<file path="src/rtl/imm_extend_pkg.sv">
// imm_extend_pkg: mode codes and buffer depth shared by the immediate extender (IMM_EXTEND_BRANCH_EN enables mode 3)
package imm_extend_pkg;
  localparam int MODE_W = 2;
  localparam logic [MODE_W-1:0] MODE_SIGN = 2'd0;
  localparam logic [MODE_W-1:0] MODE_ZERO = 2'd1;
  localparam logic [MODE_W-1:0] MODE_LUI = 2'd2;
  localparam logic [MODE_W-1:0] MODE_BRANCH = 2'd3;
  localparam int BUF_DEPTH = 2;
endpackage

</file>
<file path="src/rtl/imm_extend_core.sv">
// imm_extend_core: combinational immediate extension; mode 3 is BRANCH only when IMM_EXTEND_BRANCH_EN is defined
module imm_extend_core
  import imm_extend_pkg::*;
#(
  parameter int IN_W = 16,
  parameter int OUT_W = 32
) (
  input  logic [IN_W-1:0]   data_in,
  input  logic [MODE_W-1:0] mode,
  output logic [OUT_W-1:0]  result,
  output logic              err
);
  if (OUT_W < IN_W + 2) begin : g_bad_width
    $error("imm_extend_core: OUT_W must be >= IN_W + 2");
  end
  logic [OUT_W-1:0] sext, zext, lui, br;
  logic br_err;
  assign sext = {{(OUT_W-IN_W){data_in[IN_W-1]}}, data_in};
  assign zext = {{(OUT_W-IN_W){1'b0}}, data_in};
  assign lui = zext << IN_W;
`ifdef IMM_EXTEND_BRANCH_EN
  assign br = sext << 2;
  assign br_err = 1'b0;
`else
  // Illegal mode still produces an entry so the stream stays in order
  assign br = '0;
  assign br_err = (mode == MODE_BRANCH);
`endif
  always_comb begin
    result = mode == MODE_SIGN ? sext : mode == MODE_ZERO ? zext : mode == MODE_LUI ? lui : br;
    err = br_err;
  end
endmodule

</file>
<file path="src/rtl/imm_extend_pipe.sv">
// imm_extend_pipe: immediate extender with a 2-entry elastic result buffer (IMM_EXTEND_BRANCH_EN enables mode 3)
module imm_extend_pipe
  import imm_extend_pkg::*;
#(
  parameter int IN_W = 16,
  parameter int OUT_W = 32
) (
  input  logic              clk,
  input  logic              rst,
  input  logic              in_valid,
  output logic              in_ready,
  input  logic [IN_W-1:0]   data_in,
  input  logic [MODE_W-1:0] mode,
  output logic              out_valid,
  input  logic              out_ready,
  output logic [OUT_W-1:0]  data_out,
  output logic              err,
  output logic [1:0]        level
);
  localparam int PTR_W = $clog2(BUF_DEPTH);
  logic [OUT_W-1:0] res;
  logic res_err, push, pop;
  logic [OUT_W-1:0] mem_d [BUF_DEPTH];
  logic mem_e [BUF_DEPTH];
  logic [PTR_W-1:0] head, tail;
  imm_extend_core #(.IN_W(IN_W), .OUT_W(OUT_W)) u_core (
    .data_in(data_in),
    .mode(mode),
    .result(res),
    .err(res_err)
  );
  always_comb begin
    in_ready = level != 2'(BUF_DEPTH);
    out_valid = level != 2'd0;
    push = in_valid && in_ready;
    pop = out_valid && out_ready;
    data_out = out_valid ? mem_d[head] : '0;
    err = out_valid && mem_e[head];
  end
  // Pointers wrap naturally because the depth is a power of two
  always_ff @(posedge clk) begin
    if (rst) begin
      head <= '0;
      tail <= '0;
      level <= 2'd0;
    end else begin
      if (push) begin
        mem_d[tail] <= res;
        mem_e[tail] <= res_err;
        tail <= tail + 1'b1;
      end
      if (pop) head <= head + 1'b1;
      level <= level + 2'(push) - 2'(pop);
    end
  end
endmodule

</file>
<file path="config.mk">
export PLATFORM = sky130hd
export DESIGN_NAME = imm_extend_pipe
export DESIGN_NICKNAME = d
export VERILOG_FILES = /design/src/rtl/imm_extend_pkg.sv /design/src/rtl/imm_extend_core.sv /design/src/rtl/imm_extend_pipe.sv
export SDC_FILE = /design/constraint.sdc
export NUM_CORES = 1
export LEC_CHECK = 0
export CORE_ASPECT_RATIO = 1.25
export CORE_MARGIN = 2
export CORE_UTILIZATION = 50
export CTS_BUF_LIST = sky130_fd_sc_hd__clkbuf_2 sky130_fd_sc_hd__clkbuf_4 sky130_fd_sc_hd__clkbuf_8
export DETAILED_ROUTE_END_ITERATION = 8
export DONT_BUFFER_PORTS = 1
export GPL_TIMING_DRIVEN = 0
export SYNTH_ARGS = -nofsm -noshare
export SYNTH_HDL_FRONTEND = slang
export SYNTH_SLANG_ARGS = --single-unit
export TNS_END_PERCENT = 10
</file>
<file path="constraint.sdc">
create_clock -name clk -period 7.92 [get_ports clk]
set_clock_uncertainty 0.1 [all_clocks]
set_input_delay 0.396 -clock clk [delete_from_list [all_inputs] [get_ports clk]]
set_output_delay 0.396 -clock clk [all_outputs]
set_load 0.01 [all_outputs]
</file>
==> impl_metrics.toml, run 1 <==
[floorplan]
io_pins = 59
die_area_um2 = 6690
die_w_um = 73.6
die_h_um = 91.0
rows = 31
initial_utilization_pct = 52.0
coreArea_um2 = 5820

[detailed_routing]
vias_per_cell = 5.36
dr.pass1.iters = 4
drc = 0
via_count = 1663
wl_um = 5630
ant_nets = 0
drtIter0Drc = 92
routedWlPerCell_um = 18.2

[setup_path]
rrSetupSlack_ps = 5880
critPathMaxFanout = 12
r2r_end = "mem_d[1][5]$_DFFE_PP_"
cp_slowest_stage_delay_ps = 580
arrival_ps = 1980
reg2reg_depth = 4
slowest_stage = "nor3b_2"
cp.required_ps = 7860
cp_cell_sequence = "nand2b_2, nand2_2, nor3b_2, buf_6"
worstSetupPathType = "register to register"
worstReg2RegStart = "level[0]$_SDFF_PP0_"
critPathCaptureType = "register"
worstSetupStartpointType = "register"

[timing]
tightest_slew_ps = 680
fin_crit_sh_pct = 25.8
hold_violations = 0
tns_ps = 0
fin_crit_ps = 2040
rsz0062_at_grt = "false"
slew_viol_final = 0
final-setup-viol-count = 0
max_slew_margin_pct = 54.5
max_clock_freq_mhz = 490

[cells_and_area]
area_growth_pct = 12.3
final_layout_size_suffix_gt1_share_pct = 15.6
fin_nets = 263
fin_util_pct = 58.4
diodes = 0

[grt]
antenna_found_initial = 0
grt_pass1_wl_um = 8830
grt_pass1_vias = 1683
track_usage_pct = 18.0
grt.overflow.total = 0
grt_max_degree = 13

[worst_hold_path]
min_path_cells = 1
min_to = "level[0]$_SDFF_PP0_"
hp-class = "primary input to register"
min_from = "rst"

[clock_tree]
clockBufferDepth = 2
cts_tree = "done"
numCtsBuffers = 9
post_cts_resized = 0
cts.clk_slew.worst_paths_ps = 70
clk_latency_ps = 330
ctsHoldBuffers = 0
cts.root.buffer_cell = "clkbuf_8"
htreeDepth = 3
cts_setup_buffers = 0
clock_sinks = 71

[synth]
synthTopCellsByCount = "edfxtp_1, nor2_1, mux2i_1, nor2b_1"
avgSynthCellArea_um2 = 13.6
synthArstFlopShare_pct = 0
ys.flop_type = "edfxtp_1"
synth-edff-count = 66
netlist.area_leader.share_pct = 65.5
synth.largest_area_cell = "edfxtp_1"
synth_seq_area_share_pct = 68.8
ys_ff_latch = 71
yosys_warnings = 0
yosys-top-cells-area = "edfxtp_1, mux2i_1, nor2_1, nor2b_1, dfxtp_1"
yosysMostFrequentCell = "edfxtp_1"
syn-num-nets = 246
syn_inst = 222
synth.distinct_cells = 23
syn-cell-area_um2 = 3030

[pwr]
power_density_nw_per_um2 = 321
leakage_uw = 0.00120
irDropWorstVdd_v = 0.000192

[placed_design]
dpl.hpwl_um = 4100
io_buffer_count = 0
gp_congestion = 0.729

[run]
maxCapViolations = 0

[status]
outcome = "completed"
-- cells in the final DEF (no fill, tap or decap), types with 2 or more instances in the layout --
master     instances
a21oi_1           15
clkbuf_1           2
clkinv_1           2
clkbuf_8           9
bufinv_16          2
ha_1               2
dfxtp_1            5
buf_2              7
xor2_1             2
nor2b_1           18
and2_1             2
buf_6             10
edfxtp_1          66
nand2_1           15
nor2_1            37
inv_1              4
mux2i_1           33
clkbuf_4           2
-- state kept, by name (all words and copies together), names as in the netlist, named ones only --
register and cells:
mem_d 64, level 2, mem_e 2, head 1, tail 1
-- worst max path at each step --
stage,start,to,slack [ps],cells past startpoint
CTS,level[0]$_SDFF_PP0_,mem_d[1][10]$_DFFE_PP_,5840,4
global placement,level[0]$_SDFF_PP0_,mem_d[1][2]$_DFFE_PP_,2910,3
finish,level[0]$_SDFF_PP0_,mem_d[1][5]$_DFFE_PP_,5880,4
floorplan,level[0]$_SDFF_PP0_,mem_d[1][0]$_DFFE_PP_,4170,3
global route,level[0]$_SDFF_PP0_,mem_d[1][10]$_DFFE_PP_,5760,4
detailed placement,level[0]$_SDFF_PP0_,mem_d[1][20]$_DFFE_PP_,5870,4
-- power breakdown --
group | total [µW] | internal [µW] | leakage [µW] | switching [µW]
Sequential | 475 | 456 | 0.000658 | 19.3
Clock | 303 | 182 | 0.000109 | 121
Combinational | 313 | 109 | 0.000435 | 203
Total | 1090 | 747 | 0.00120 | 344
-- logic make-up (layout without fill, tap and decap cells) --
family | count (synthesis) | count (layout) | share of synthesized area (%)
AO/OA/AOI/OAI | 16 | 16 | 2.65
XOR/XNOR | 2 | 2 | 0.579
adder cells (fa/ha/maj) | 2 | 2 | 0.827
buffers and inverters | 18 | 40 | 3.64
flip-flops | 71 | 71 | 68.8
multiplexers | 34 | 34 | 11.4
AND/OR/NAND/NOR | 79 | 79 | 12.1
-- metal layers --
layer	global-route usage (%)	part of all wire [%]	vias up
met5	0	0	-
met4	8.64	1.8	0
met3	4.22	5.0	10
met2	28.7	50	47
met1	22.8	43	796
li1	-	-	810
-- critical path: cells and delay by family (launching register included) --
family        cells  cell delay (ps)
simple gates      3              910
flops             1              460
buf+inv           1              260
-- final cells by class --
type,count,area [µm²]
Inverter,4,15.0
Sequential cell,71,2080
Multi-Input combinational cell,133,843
Timing Repair Buffer,6,67.6
Tap cell,66,82.6
Buffer,14,95.1
Fill cell,475,2420
Clock buffer,11,139
Clock inverter,5,72.6
-- through the flow --
stage / std cells / hold slack, ps / power, µW / worst slack [ps] / cell area (µm²)
global route: 310 / 11.8 / 1150 / 5760 / 3400
global placement: 288 / 369 / 784 / 2910 / 3110
detailed placement: 294 / 371 / 802 / 5870 / 3190
CTS: 310 / 14.5 / 1100 / 5840 / 3400
finish: 310 / 29.2 / 1090 / 5880 / 3400
floorplan: 222 / 368 / 731 / 4170 / 3030
No activity file was read; power rests on OpenSTA's default activity.
==> run 2, diff against run 1 <==
==> constraint.sdc (replaced) <==
create_clock -name clk -period 2.1 [get_ports clk]
set_clock_uncertainty 0.1 [all_clocks]
set_input_delay 0.105 -clock clk [delete_from_list [all_inputs] [get_ports clk]]
set_output_delay 0.105 -clock clk [all_outputs]
set_load 0.01 [all_outputs]
==> impl_metrics.toml, run 2 (same netlist as run 1, synthesis figures left out) <==
[timing]
hold_slack_ps = 4.30
fin_crit_sh_pct = 90.5
hold_violations = 0
slew_viol_final = 0
max_slew_margin_pct = 65.4
final-setup-viol-count = 0
max_clock_freq_mhz = 526
fin_crit_ps = 1900
tightest_slew_ps = 519
worst_slack_ps = 199
rsz0062_at_grt = "false"

[clock_tree]
numCtsBuffers = 9
cts.clk_slew.worst_paths_ps = 70
clockBufferDepth = 2
clock_sinks = 71
post_cts_resized = 0
cts_tree = "done"
clk_latency_ps = 330
cts.root.buffer_cell = "clkbuf_8"
htreeDepth = 3

[cells_and_area]
reg_top3 = "mem_d: 64 flops, level: 2 flops, mem_e: 2 flops"
final_common_cell = "edfxtp_1"
largest_register = "mem_d"
final_layout_size_suffix_gt1_share_pct = 15.5
final_cell_mix = "edfxtp_1, nor2_1, mux2i_1, dlygate4sd3_1, nor2b_1"
fin_nets = 284
area_growth_pct = 20.8
largest_reg_flops = 64
diodes = 0

[floorplan]
coreArea_um2 = 5820
initial_utilization_pct = 52.0
die_h_um = 91.0
rows = 31
io_pins = 59
die_w_um = 73.6
die_area_um2 = 6690

[run]
maxCapViolations = 0

[detailed_routing]
wl_um = 6050
routedWlPerCell_um = 18.3
drc = 0
drtIter0Drc = 116
ant_nets = 0
via_count = 1804
vias_per_cell = 5.45
dr.pass1.iters = 5

[setup_path]
worstSetupPathType = "register to register"
critPathCaptureType = "register"
critPathMostFrequentCell = "ha_1"
arrival_ps = 2050
slowest_stage = "dfxtp_1"
cp.required_ps = 2250
cpLargestDelayFamily = "simple AND/OR/NAND/NOR gates"
critPathMaxFanout = 6
cp_slowest_stage_delay_ps = 530
worstSetupStartpointType = "register"
cp_num_buf_inv = 1
cp_cell_sequence = "nand2b_4, nand2_2, ha_1, inv_1, ha_1, xor2_1, nor2_1, nor3_1"

[placed_design]
io_buffer_count = 0
dpl.hpwl_um = 4150
gp_congestion = 0.726
pre_cts_slack_ps = -132

[grt]
grt_pass1_wl_um = 9490
antenna_found_initial = 0
track_usage_pct = 19.3
grt_max_degree = 21
grt_pass1_vias = 1877
grt.overflow.total = 0

[status]
outcome = "completed"

[pwr]
power_density_nw_per_um2 = 1150
irDropWorstVdd_v = 0.000685
leakage_uw = 0.00131

[worst_hold_path]
hp-class = "primary input to register"
[run 2: changes by cell type in the layout (fill, tap and decap cells not counted), moves of 2 or more]
cell	delta
clkinv_2	+2
buf_4	+4
clkbuf_4	-2
buf_6	-6
dlygate4sd3_1	+20
buf_16	+2
[run 2: per-layer routing]
layer  track usage, %  vias to the layer above  part of all wire (%)
met1             23.3                      889                    41
met3             4.88                        7                   6.0
met5                0                        -                     0
met4             9.09                        0                   1.6
li1                 -                      857                     -
met2             31.7                       51                    51
[run 2: report_power, final]
part | internal, µW | leakage, µW | switching (µW)
Clock | 660 | 0.000110 | 485
Combinational | 465 | 0.000545 | 795
Sequential | 1720 | 0.000658 | 77.1
Total | 2850 | 0.00131 | 1360
[run 2: repair_timing]
item / 4_1_cts / 5_1_grt
endpoints found under the hold margin: 80 / 0
hold buffers: 20 / 0
pin swaps: 1 / 1
setup endpoints to repair: 18 / 20
buffers inserted: 4 / 1
[run 2: final cells by class]
class,instances,area [µm²]
buffer,14,95.1
clock buffer,9,124
clock inverter,7,87.6
fill,459,2160
inverter,4,15.0
multi-input combinational,133,861
sequential,71,2080
tap,66,82.6
timing repair buffer,27,305
[run 2: final timing paths]
check,start,end,slack (ps),depth (start not counted)
worst max register to register,level[1]$_SDFF_PP0_,level[1]$_SDFF_PP0_,200,8
worst min register to register,head$_SDFFE_PP0P_,register,410,2
worst min-delay path,in_valid,tail$_SDFFE_PP0P_,4,2
worst max-delay path,level[1]$_SDFF_PP0_,level[1]$_SDFF_PP0_,200,8
[run 2: worst reg2reg max path: stages (launching register included)]
cell and delay, ps:
dfxtp_1 530, nand2b_4 110, nand2_2 170, ha_1 260, inv_1 60, ha_1 140
xor2_1 200, nor2_1 70, nor3_1 190
[run 2: per-stage QoR]
stage / cells / power [µW] / util, % / instance area (µm²) / setup TNS, ps
3_5_place_dp: 290 / 3060 / 54.9 / 3190 / -2360
5_1_grt: 331 / 4420 / 62.8 / 3650 / 0
3_3_place_gp: 288 / 2980 / 53.9 / 3140 / -22580
4_1_cts: 330 / 4240 / 62.5 / 3630 / 0
2_1_floorplan: 222 / 2780 / - / 3050 / 0
6_report: 331 / 4200 / 62.8 / 3650 / 0
==> run 3, diff against run 2 <==
--- a/config.mk
+++ b/config.mk
@@ -12,6 +12,7 @@
 export DETAILED_ROUTE_END_ITERATION = 8
 export DONT_BUFFER_PORTS = 1
 export GPL_TIMING_DRIVEN = 0
+export PLACE_DENSITY = 0.74
 export SYNTH_ARGS = -nofsm -noshare
 export SYNTH_HDL_FRONTEND = slang
 export SYNTH_SLANG_ARGS = --single-unit
==> constraint.sdc (replaced) <==
create_clock -name clk -period 1.7 [get_ports clk]
set_clock_uncertainty 0.1 [all_clocks]
set_input_delay 0.085 -clock clk [delete_from_list [all_inputs] [get_ports clk]]
set_output_delay 0.085 -clock clk [all_outputs]
set_load 0.01 [all_outputs]
==> impl_metrics.toml, run 3 (same netlist as run 1, synthesis figures left out) <==
[status]
outcome = "finished, violations left"
failed_checks = "hold timing, setup timing"

[worst_hold_path]
hp-class = "primary input to register"

[cells_and_area]
seqCellArea_um2 = 2090
diodes = 0
final_common_cell = "edfxtp_1"
fin_nets = 286
multi_input_area_um2 = 866
area_growth_pct = 19.2
reg_top3 = "mem_d: 64 flops, level: 2 flops, mem_e: 2 flops"
fill_cells = 470
final_layout_size_suffix_gt1_share_pct = 15.0
fin_area_um2 = 3610
largest_reg_flops = 64
final_cell_mix = "edfxtp_1, nor2_1, mux2i_1, dlygate4sd3_1, nor2b_1"
largest_register = "mem_d"

[clock_tree]
cts_tree = "done"
cts.clk_slew.worst_paths_ps = 70
cts.root.buffer_cell = "clkbuf_8"
clock_sinks = 71
clockBufferDepth = 2
htreeDepth = 3
clk_latency_ps = 340
numCtsBuffers = 9

[detailed_routing]
wl_um = 5710
routedWlPerCell_um = 17.1
via_count = 1793
drc = 0
drtIter0Drc = 102
vias_per_cell = 5.38
dr.pass1.iters = 4
ant_nets = 0

[timing]
worst_slack_ps = -39.5
hold_violations = 12
rsz0062_at_grt = "true"
max_slew_margin_pct = 67.2
max_clock_freq_mhz = 575
tightest_slew_ps = 492
fin_crit_ps = 1740
slew_viol_final = 0
fin_crit_sh_pct = 102
final-setup-viol-count = 1
hold_slack_ps = -307

[floorplan]
rows = 31
die_h_um = 91.0
die_w_um = 73.6
die_area_um2 = 6690
io_pins = 59
coreArea_um2 = 5820
initial_utilization_pct = 52.0

[grt]
track_usage_pct = 18.7
antenna_found_initial = 0
grt_max_degree = 19
grt.overflow.total = 0
grt_pass1_vias = 1800
grt_pass1_wl_um = 9090

[placed_design]
dpl.hpwl_um = 3810
dpl-instance-area_um2 = 3170
pre_cts_slack_ps = -477
io_buffer_count = 0
gp_congestion = 0.692

[setup_path]
arrival_ps = 1910
cp.required_ps = 1870
critPathMaxFanout = 6
worstSetupStartpointType = "register"
worstSetupPathType = "register to register"
cp_cell_sequence = "o21ai_1, inv_1, ha_1, inv_1, ha_1, xor2_1, and2_1, nor3_1"
cp_slowest_stage_delay_ps = 380
slowest_stage = "dfxtp_2"
critPathCaptureType = "register"

[pwr]
leakage_uw = 0.00130
power_density_nw_per_um2 = 1360
irDropWorstVdd_v = 0.000889

[run]
maxCapViolations = 0
==> run 3: cell types whose count changed in the layout (fill, tap and decap cells not counted) <==
| cell | before | now |
|---|---|---|
| dfxtp_4 | 0 | 1 |
| buf_8 | 0 | 2 |
| nand2_4 | 0 | 1 |
| clkinv_1 | 1 | 2 |
| clkbuf_4 | 0 | 1 |
| clkinv_2 | 3 | 4 |
| buf_4 | 5 | 4 |
| bufinv_16 | 2 | 0 |
| clkinv_4 | 1 | 0 |
| nand2_2 | 1 | 0 |
| buf_16 | 2 | 0 |
| dlygate4sd3_1 | 20 | 23 |
| dfxtp_1 | 4 | 3 |
==> run 3: critical path: cells and delay by family (launching register included) <==
kind / cells / cell delay [ps]
adder cells (fa/ha/maj): 2 / 450
buffers and inverters: 2 / 110
AND/OR/NAND/NOR: 2 / 260
AO/OA/AOI/OAI: 1 / 220
XOR/XNOR: 1 / 140
flip-flops: 1 / 380
==> run 3: cell type report <==
cell class	count	share of cell area (%)
clock inverter	6	0.763
clock buffer	10	3.64
tap	66	2.29
timing repair buffer	29	8.39
inverter	4	0.416
sequential	71	57.9
buffer	14	2.64
multi-input combinational	133	24.0
==> run 3: worst paths after layout <==
path                         end  depth (start not counted)                start  slack (ps)
min reg2reg  level[1]$_SDFF_PP0_                          2  level[1]$_SDFF_PP0_         480
max reg2reg  level[1]$_SDFF_PP0_                          8  level[1]$_SDFF_PP0_         -40
max          level[1]$_SDFF_PP0_                          8  level[1]$_SDFF_PP0_         -40
min          level[0]$_SDFF_PP0_                          1                  rst        -310
==> run 3: where the power goes <==
part           switching (µW)  internal, µW  total [µW]
logic                     965           587        1550
clock network             588           525        1110
registers                97.0          2130        2230
==> run 3: metrics by stage <==
stage | cells | total power [µW] | util, % | TNS (ps)
5_1_grt | 333 | 5160 | 62.0 | -1570
6_report | 333 | 4890 | 62.0 | -39.5
3_5_place_dp | 290 | 3740 | 54.6 | -21490
2_1_floorplan | 222 | 3440 | - | -18170
4_1_cts | 329 | 4930 | 61.4 | -8950
3_3_place_gp | 288 | 3680 | 54.0 | -47380
==> run 3: per-layer routing <==
| metal | vias up | track usage [%] | wire length (µm) |
|---|---|---|---|
| met5 | - | 0 | 0 |
| met4 | 0 | 9.09 | 125 |
| met3 | 9 | 5.77 | 354 |
| met2 | 51 | 30.6 | 3020 |
| met1 | 873 | 21.7 | 2210 |
| li1 | 860 | - | - |
==> run 3: timing repair <==
| item | 4_1_cts | 5_1_grt |
|---|---|---|
| setup endpoints to repair | 97 | 66 |
| resized for setup | 1 | 0 |
| hold buffers | 22 | 1 |
| pin swaps | 1 | 1 |
| hold endpoints to repair | 111 | 35 |
| buffers inserted | 1 | 3 |
